$ cat config.mk
export PLATFORM = sky130hd
export DESIGN_NAME = alu_sequencer
export DESIGN_NICKNAME = d
export VERILOG_FILES = /design/src/rtl/alu_pkg.sv /design/src/rtl/alu_opdecode.sv /design/src/rtl/alu_sequencer.sv
export SDC_FILE = /design/constraint.sdc
export NUM_CORES = 1
export LEC_CHECK = 0
export ABC_AREA = 1
export ABC_CLOCK_PERIOD_IN_PS = 1300
export BUFFER_PORTS_ARGS = -buffer_cell sky130_fd_sc_hd__buf_2
export CORE_MARGIN = 10
export CORE_UTILIZATION = 43
export CTS_BUF_LIST = sky130_fd_sc_hd__clkbuf_8 sky130_fd_sc_hd__clkbuf_16
export DETAILED_ROUTE_END_ITERATION = 10
export GPL_TIMING_DRIVEN = 0
export HOLD_SLACK_MARGIN = 0.02
export PLACE_DENSITY = 0.76
export REMOVE_ABC_BUFFERS = 1
export SYNTH_ARGS = -nofsm -noshare
export SYNTH_HDL_FRONTEND = slang
export SYNTH_HIERARCHICAL = 1
export SYNTH_SLANG_ARGS = --single-unit
$ cat constraint.sdc
create_clock -name clk -period 1.3 [get_ports clk]
set_clock_uncertainty 0.15 [all_clocks]
set_input_delay 0.13 -clock clk [delete_from_list [all_inputs] [get_ports clk]]
set_output_delay 0.13 -clock clk [all_outputs]
set_load 0.02 [all_outputs]
$ cat src/rtl/alu_pkg.sv
// Shared definitions for the ALU sequencer: opcodes, enable bit indices,
// the one-hot enable type and the sequencer state encoding.
package alu_pkg;

  localparam int unsigned EN_W  = 15;
  localparam int unsigned CNT_W = 4;

  typedef logic [EN_W-1:0] en_t;

  typedef enum logic [1:0] {
    ST_IDLE = 2'd0,
    ST_EXEC = 2'd1,
    ST_WAIT = 2'd2
  } state_t;

  // Enable bit positions
  localparam int unsigned EN_ADD  = 0;
  localparam int unsigned EN_SUB  = 1;
  localparam int unsigned EN_MUL  = 2;
  localparam int unsigned EN_DIV  = 3;
  localparam int unsigned EN_MOD  = 4;
  localparam int unsigned EN_MAX  = 5;
  localparam int unsigned EN_MIN  = 6;
  localparam int unsigned EN_NOT  = 7;
  localparam int unsigned EN_NAND = 8;
  localparam int unsigned EN_XNOR = 9;
  localparam int unsigned EN_SHL  = 10;
  localparam int unsigned EN_SHRL = 11;
  localparam int unsigned EN_ROL  = 12;
  localparam int unsigned EN_ROR  = 13;
  localparam int unsigned EN_SLT  = 14;

  // Opcode values (low five bits; wider opcodes must be zero above bit 4)
  localparam logic [4:0] OP_NOP   = 5'd0;
  localparam logic [4:0] OP_ADD   = 5'd1;
  localparam logic [4:0] OP_SUB   = 5'd2;
  localparam logic [4:0] OP_MUL   = 5'd3;
  localparam logic [4:0] OP_DIV   = 5'd4;
  localparam logic [4:0] OP_MOD   = 5'd5;
  localparam logic [4:0] OP_MAX   = 5'd6;
  localparam logic [4:0] OP_MIN   = 5'd7;
  localparam logic [4:0] OP_NOT   = 5'd8;
  localparam logic [4:0] OP_NAND  = 5'd9;
  localparam logic [4:0] OP_XNOR  = 5'd10;
  localparam logic [4:0] OP_SHL   = 5'd11;
  localparam logic [4:0] OP_SHRL  = 5'd12;
  localparam logic [4:0] OP_ROL   = 5'd13;
  localparam logic [4:0] OP_ROR   = 5'd14;
  localparam logic [4:0] OP_SLT   = 5'd15;
  localparam logic [4:0] OP_ADDI  = 5'd18;
  localparam logic [4:0] OP_SUBI  = 5'd19;
  localparam logic [4:0] OP_MULI  = 5'd20;
  localparam logic [4:0] OP_DIVI  = 5'd21;
  localparam logic [4:0] OP_NANDI = 5'd22;
  localparam logic [4:0] OP_XNORI = 5'd23;

  function automatic en_t onehot(input int unsigned idx);
    return en_t'(1) << idx;
  endfunction

endpackage

$ cat src/rtl/alu_opdecode.sv
// Combinational opcode decoder. Immediate aliases (18..23) decode only when
// ALU_SEQ_IMM_EN is defined; otherwise they are illegal and imm stays 0.
module alu_opdecode
  import alu_pkg::*;
#(
  parameter int unsigned OPW = 5
) (
  input  logic [OPW-1:0] i_opcode,
  output en_t            o_en_c,
  output logic           o_imm_c,
  output logic           o_multicycle_c,
  output logic           o_lat_sel_c,
  output logic           o_nop_c,
  output logic           o_illegal_c
);

  // Full-width compare so any set bit above bit 4 falls to illegal
  always_comb begin
    o_en_c      = '0;
    o_imm_c     = 1'b0;
    o_nop_c     = 1'b0;
    o_illegal_c = 1'b0;
    case (i_opcode)
      OPW'(OP_NOP):  o_nop_c = 1'b1;
      OPW'(OP_ADD):  o_en_c  = onehot(EN_ADD);
      OPW'(OP_SUB):  o_en_c  = onehot(EN_SUB);
      OPW'(OP_MUL):  o_en_c  = onehot(EN_MUL);
      OPW'(OP_DIV):  o_en_c  = onehot(EN_DIV);
      OPW'(OP_MOD):  o_en_c  = onehot(EN_MOD);
      OPW'(OP_MAX):  o_en_c  = onehot(EN_MAX);
      OPW'(OP_MIN):  o_en_c  = onehot(EN_MIN);
      OPW'(OP_NOT):  o_en_c  = onehot(EN_NOT);
      OPW'(OP_NAND): o_en_c  = onehot(EN_NAND);
      OPW'(OP_XNOR): o_en_c  = onehot(EN_XNOR);
      OPW'(OP_SHL):  o_en_c  = onehot(EN_SHL);
      OPW'(OP_SHRL): o_en_c  = onehot(EN_SHRL);
      OPW'(OP_ROL):  o_en_c  = onehot(EN_ROL);
      OPW'(OP_ROR):  o_en_c  = onehot(EN_ROR);
      OPW'(OP_SLT):  o_en_c  = onehot(EN_SLT);
`ifdef ALU_SEQ_IMM_EN
      OPW'(OP_ADDI):  begin o_en_c = onehot(EN_ADD);  o_imm_c = 1'b1; end
      OPW'(OP_SUBI):  begin o_en_c = onehot(EN_SUB);  o_imm_c = 1'b1; end
      OPW'(OP_MULI):  begin o_en_c = onehot(EN_MUL);  o_imm_c = 1'b1; end
      OPW'(OP_DIVI):  begin o_en_c = onehot(EN_DIV);  o_imm_c = 1'b1; end
      OPW'(OP_NANDI): begin o_en_c = onehot(EN_NAND); o_imm_c = 1'b1; end
      OPW'(OP_XNORI): begin o_en_c = onehot(EN_XNOR); o_imm_c = 1'b1; end
`endif
      default: o_illegal_c = 1'b1;
    endcase
  end

  // MUL uses MUL_LAT (lat_sel=0); DIV and MOD share DIV_LAT (lat_sel=1)
  assign o_multicycle_c = o_en_c[EN_MUL] | o_en_c[EN_DIV] | o_en_c[EN_MOD];
  assign o_lat_sel_c    = o_en_c[EN_DIV] | o_en_c[EN_MOD];

endmodule

$ cat src/rtl/alu_sequencer.sv
// ALU operation sequencer: accepts one opcode at a time, drives a one-hot
// unit enable for one cycle or MUL_LAT/DIV_LAT cycles. Option: ALU_SEQ_IMM_EN.
module alu_sequencer
  import alu_pkg::*;
#(
  parameter int unsigned OPW     = 5,
  parameter int unsigned MUL_LAT = 4,
  parameter int unsigned DIV_LAT = 8
) (
  input  logic           clk,
  input  logic           rst,
  input  logic           in_valid,
  input  logic [OPW-1:0] opcode,
  input  logic           flush,
  output logic           in_ready,
  output logic [14:0]    en,
  output logic           imm,
  output logic           busy,
  output logic           done,
  output logic           illegal
);

  state_t           r_state;
  logic [CNT_W-1:0] r_cnt;
  en_t              r_en;
  logic             r_imm;
  logic             r_done;
  logic             r_illegal;

  en_t  w_en;
  logic w_imm;
  logic w_multicycle;
  logic w_lat_sel;
  logic w_nop;
  logic w_illegal;

  alu_opdecode #(.OPW(OPW)) u_dec (
    .i_opcode       (opcode),
    .o_en_c         (w_en),
    .o_imm_c        (w_imm),
    .o_multicycle_c (w_multicycle),
    .o_lat_sel_c    (w_lat_sel),
    .o_nop_c        (w_nop),
    .o_illegal_c    (w_illegal)
  );

  // Sequencer FSM; done is raised one edge early so it lands on the last en cycle
  always_ff @(posedge clk or posedge rst) begin
    if (rst) begin
      r_state   <= ST_IDLE;
      r_cnt     <= '0;
      r_en      <= '0;
      r_imm     <= 1'b0;
      r_done    <= 1'b0;
      r_illegal <= 1'b0;
    end else begin
      r_done    <= 1'b0;
      r_illegal <= 1'b0;
      if (flush) begin
        r_state <= ST_IDLE;
        r_cnt   <= '0;
        r_en    <= '0;
        r_imm   <= 1'b0;
      end else begin
        unique case (r_state)
          ST_IDLE: begin
            if (in_valid) begin
              if (w_illegal) begin
                r_illegal <= 1'b1;
              end else if (w_nop) begin
                r_done <= 1'b1;
              end else if (w_multicycle) begin
                r_state <= ST_WAIT;
                r_en    <= w_en;
                r_imm   <= w_imm;
                r_cnt   <= w_lat_sel ? CNT_W'(DIV_LAT - 1) : CNT_W'(MUL_LAT - 1);
              end else begin
                r_state <= ST_EXEC;
                r_en    <= w_en;
                r_imm   <= w_imm;
                r_done  <= 1'b1;
              end
            end
          end
          ST_EXEC: begin
            r_state <= ST_IDLE;
            r_en    <= '0;
            r_imm   <= 1'b0;
          end
          ST_WAIT: begin
            if (r_cnt == '0) begin
              r_state <= ST_IDLE;
              r_en    <= '0;
              r_imm   <= 1'b0;
            end else begin
              r_cnt <= r_cnt - CNT_W'(1);
              if (r_cnt == CNT_W'(1)) r_done <= 1'b1;
            end
          end
          default: begin
            r_state <= ST_IDLE;
            r_en    <= '0;
            r_imm   <= 1'b0;
          end
        endcase
      end
    end
  end

  assign in_ready = (r_state == ST_IDLE);
  assign busy     = (r_state != ST_IDLE);
  assign en       = r_en;
  assign imm      = r_imm;
  assign done     = r_done;
  assign illegal  = r_illegal;

endmodule
==> out/qor.txt <==
======================================================================================
DRC violation count after routing                                                    0
Critical path required time                                                    1.33 ns
Pwr Density                                                                879 mW/mm^2
Row count                                                                           21
Combined global-route utilization of all metal layers                            11.9%
Drt first pass iters                                                                 4
Wire length of the first global-routing pass                                   6200 um
Fillers                                                                            289
Area added between synthesis and finish                                          35.4%
Count of yosys warnings during synthesis                                             6
Hold slack final                                                             -0.108 ns
Largest vdd supply drop                                                     0.000356 V
Routed vias/inst                                                                  4.74
Count of routing violations after the opening detailed-route iteration              73
Commonest cells post-synth                                                54 x nand2_1, 24 x dfrtp_1, 24 x nor2_1
Hold-fix buffers, CTS                                                                3
Worst min-delay path class                                                primary input to async pin
Buffers added on ports                                                              28
Ys flop type                                                                   dfrtp_1
Endpoints failing setup                                                             24
Root buf cell                                                                 clkbuf_8
Kind of end point of the critical path                                            flop
Instance area at placement                                                0.00160 mm^2
CTS clk-pin slew, worst paths                                                  0.08 ns
Worst Setup EP                                                                  en[14]
Initial Utilization                                                              44.1%
Proportion of synthesized flip-flops having asynchronous set or reset             100%
Final setup slack of the worst path                                          -0.148 ns
Most instantiated library cell after synthesis                                 nand2_1
Fraction of final layout cells sized beyond drive strength 1                     43.8%
Worst setup path start                                                        r_cnt[1]
Share of the synthesized area in the top cell type                               41.1%
Seq/Total Area, Yosys                                                            41.1%
Total wirelength of the detailed-routed design                                 3600 um
Violated checks                                                           negative hold slack, negative setup slack
Die Width                                                                      78.3 um
RSZ-0062 raised after global routing                                              true
Fin nets                                                                           247
Seq cells post-synth                                                                24
I/O pin cnt                                                                         29
Top fanout value on the critical path                                                8
Pin slew with the least headroom to its limit                                 0.866 ns
Run status                                                                finished, violations left
Number of cells traversed by the worst register-to-register path                     7
Detailed-route via count                                                          1322
Post-layout minimum cycle time                                                 1.45 ns
Maximum operating frequency                                                    691 MHz
Largest net degree at the start of global routing                                   25
Number of distinct standard cells referenced by the synthesized netlist             27
Via count of the first global-routing pass                                        1394
Final count of pins violating max slew                                               0
Top cells by area in the synthesized netlist                              dfrtp_1 41%, nand2_1 14%, o21ai_2 9.6%, nor2_1 6.2%, inv_1 4.9%
Startpoint type of the worst setup path                                           flop
Die Area                                                                  0.00613 mm^2
Clock tree from TritonCTS                                                        built
CTS sink count                                                                      24
Slack of the worst reg-to-reg path                                            -0.15 ns
Leakage power figure                                                           1.00 nW
Total of max-cap violations                                                          0
Design area                                                               0.00198 mm^2
WS Path Type                                                              flop to flop
Later-pin clock latency in the skew report                                     0.25 ns
Data arrival time of the critical path                                         1.48 ns
Launch instance of the worst register-to-register path                        r_cnt[1]
Worst r2r dst                                                                   en[14]
Final worst path period share                                                     111%
Post-Route Setup TNS                                                          -2.27 ns
Final hold violation count                                                          24
Cell count after synthesis                                                         183
DPL Wire Length                                                                2190 um
Maximum level of the CTS H-tree                                                      1
Antenna diodes                                                                       0
Max-slew headroom                                                                42.2%
Global placer's final weighted congestion                                        0.872
Maximum buffer depth of the clock tree                                               2
Cell type contributing the most total cell area after synthesis                dfrtp_1
Count of nets left with antenna violations after detail routing                      0
Post-Synthesis Mean Instance Area                                            7.99 um^2
Post-detailed-route wirelength per cell                                        12.9 um
Core Footprint                                                            0.00331 mm^2
Initial antenna violation count                                                      0
Cell area after technology mapping                                        0.00146 mm^2
Vertical extent of the die                                                     78.3 um
EDFF count, synth                                                                    0
Clock buffer count from CTS                                                          3
Overall overflow remaining after global route                                        0
======================================================================================
how the worst min path moves through the flow:
stage	end	slack [ns]	depth (start not counted)
floorplan	done	-0.005	1
global placement	r_cnt[3]	0.22	2
finish	r_cnt[3]	-0.11	2
global route	done	-0.009	2
detailed placement	r_cnt[0]	0.22	2
CTS	r_cnt[0]	-0.06	2
registers in the layout, summed over array words and instances, names as in the netlist:
name     cells
en          15
r_state      2
imm          1
done         1
illegal      1
r_cnt        4
where the power goes:
| group | leakage (nW) | switching [mW] | internal, mW |
|---|---|---|---|
| sequential | 0.327 | 0.0227 | 0.772 |
| combinational | 0.653 | 0.308 | 0.222 |
| clock | 0.0216 | 0.210 | 0.206 |
| total | 1.00 | 0.541 | 1.20 |
layout make-up:
cell class | count | area, um^2 | share of cell area [%]
Multi-Input combinational cell | 133 | 838 | 42.4
Sequential cell | 24 | 602 | 30.4
Timing Repair Buffer | 51 | 350 | 17.7
Inverter | 22 | 90.1 | 4.55
Tap cell | 46 | 57.6 | 2.91
Clock buffer | 3 | 41.3 | 2.09
per-stage QoR:
step           power [mW]  std cells  utilization, %  setup slack, ns
2_1_floorplan        1.03        177               -           -0.191
3_3_place_gp         1.11        251            48.3           -0.264
3_5_place_dp         1.12        251            48.3           -0.313
4_1_cts              1.70        277            58.3           -0.104
5_1_grt              1.83        279            59.8           -0.216
6_report             1.74        279            59.8           -0.148
layer usage:
metal	track usage, %	vias up	share of wire [%]
met5	0	-	0
met2	21.9	32	52
met4	3.58	0	1.5
li1	-	670	-
met3	2.05	4	5.6
met1	13.6	616	41
cell families (layout without fill, tap and decap cells):
| family | Yosys count | count (layout) | synth area share, % |
|---|---|---|---|
| DFF | 24 | 24 | 41.1 |
| AOI/OAI and AO/OA | 24 | 24 | 12.9 |
| adders and majority gates | 3 | 3 | 2.57 |
| and+or+nand+nor | 103 | 105 | 33.3 |
| other | 1 | 1 | 0.257 |
| buffers and inverters | 28 | 76 | 9.85 |
critical path, cell delays in order, from the launching register on:
cell and delay, ns:
dfrtp_1 0.41, inv_2 0.12, ha_4 0.15, nand2_4 0.07, nand2_8 0.12, nand2_8 0.08, buf_8 0.15, o21ai_2 0.12
repair_timing:
| action | CTS | global route |
|---|---|---|
| setup buffers | 18 | 2 |
| resized for setup | 24 | 8 |
| cloned | 2 | 0 |
| endpoints found under the setup margin | 24 | 25 |
| hold endpoints to repair | 26 | 24 |
| pin swaps | 9 | 5 |
cell usage in the layout (no fill, tap or decap), drive strengths merged:
master	instances
o211ai	1
ha	3
nand4	1
conb	1
dfrtp	24
clkbuf	3
o31ai	1
nand3	9
nand2	67
dlygate4sd3	3
inv	22
buf	48
a21oi	2
nor2	28
o21ai	20
No activity file was read; power rests on OpenSTA's default activity.
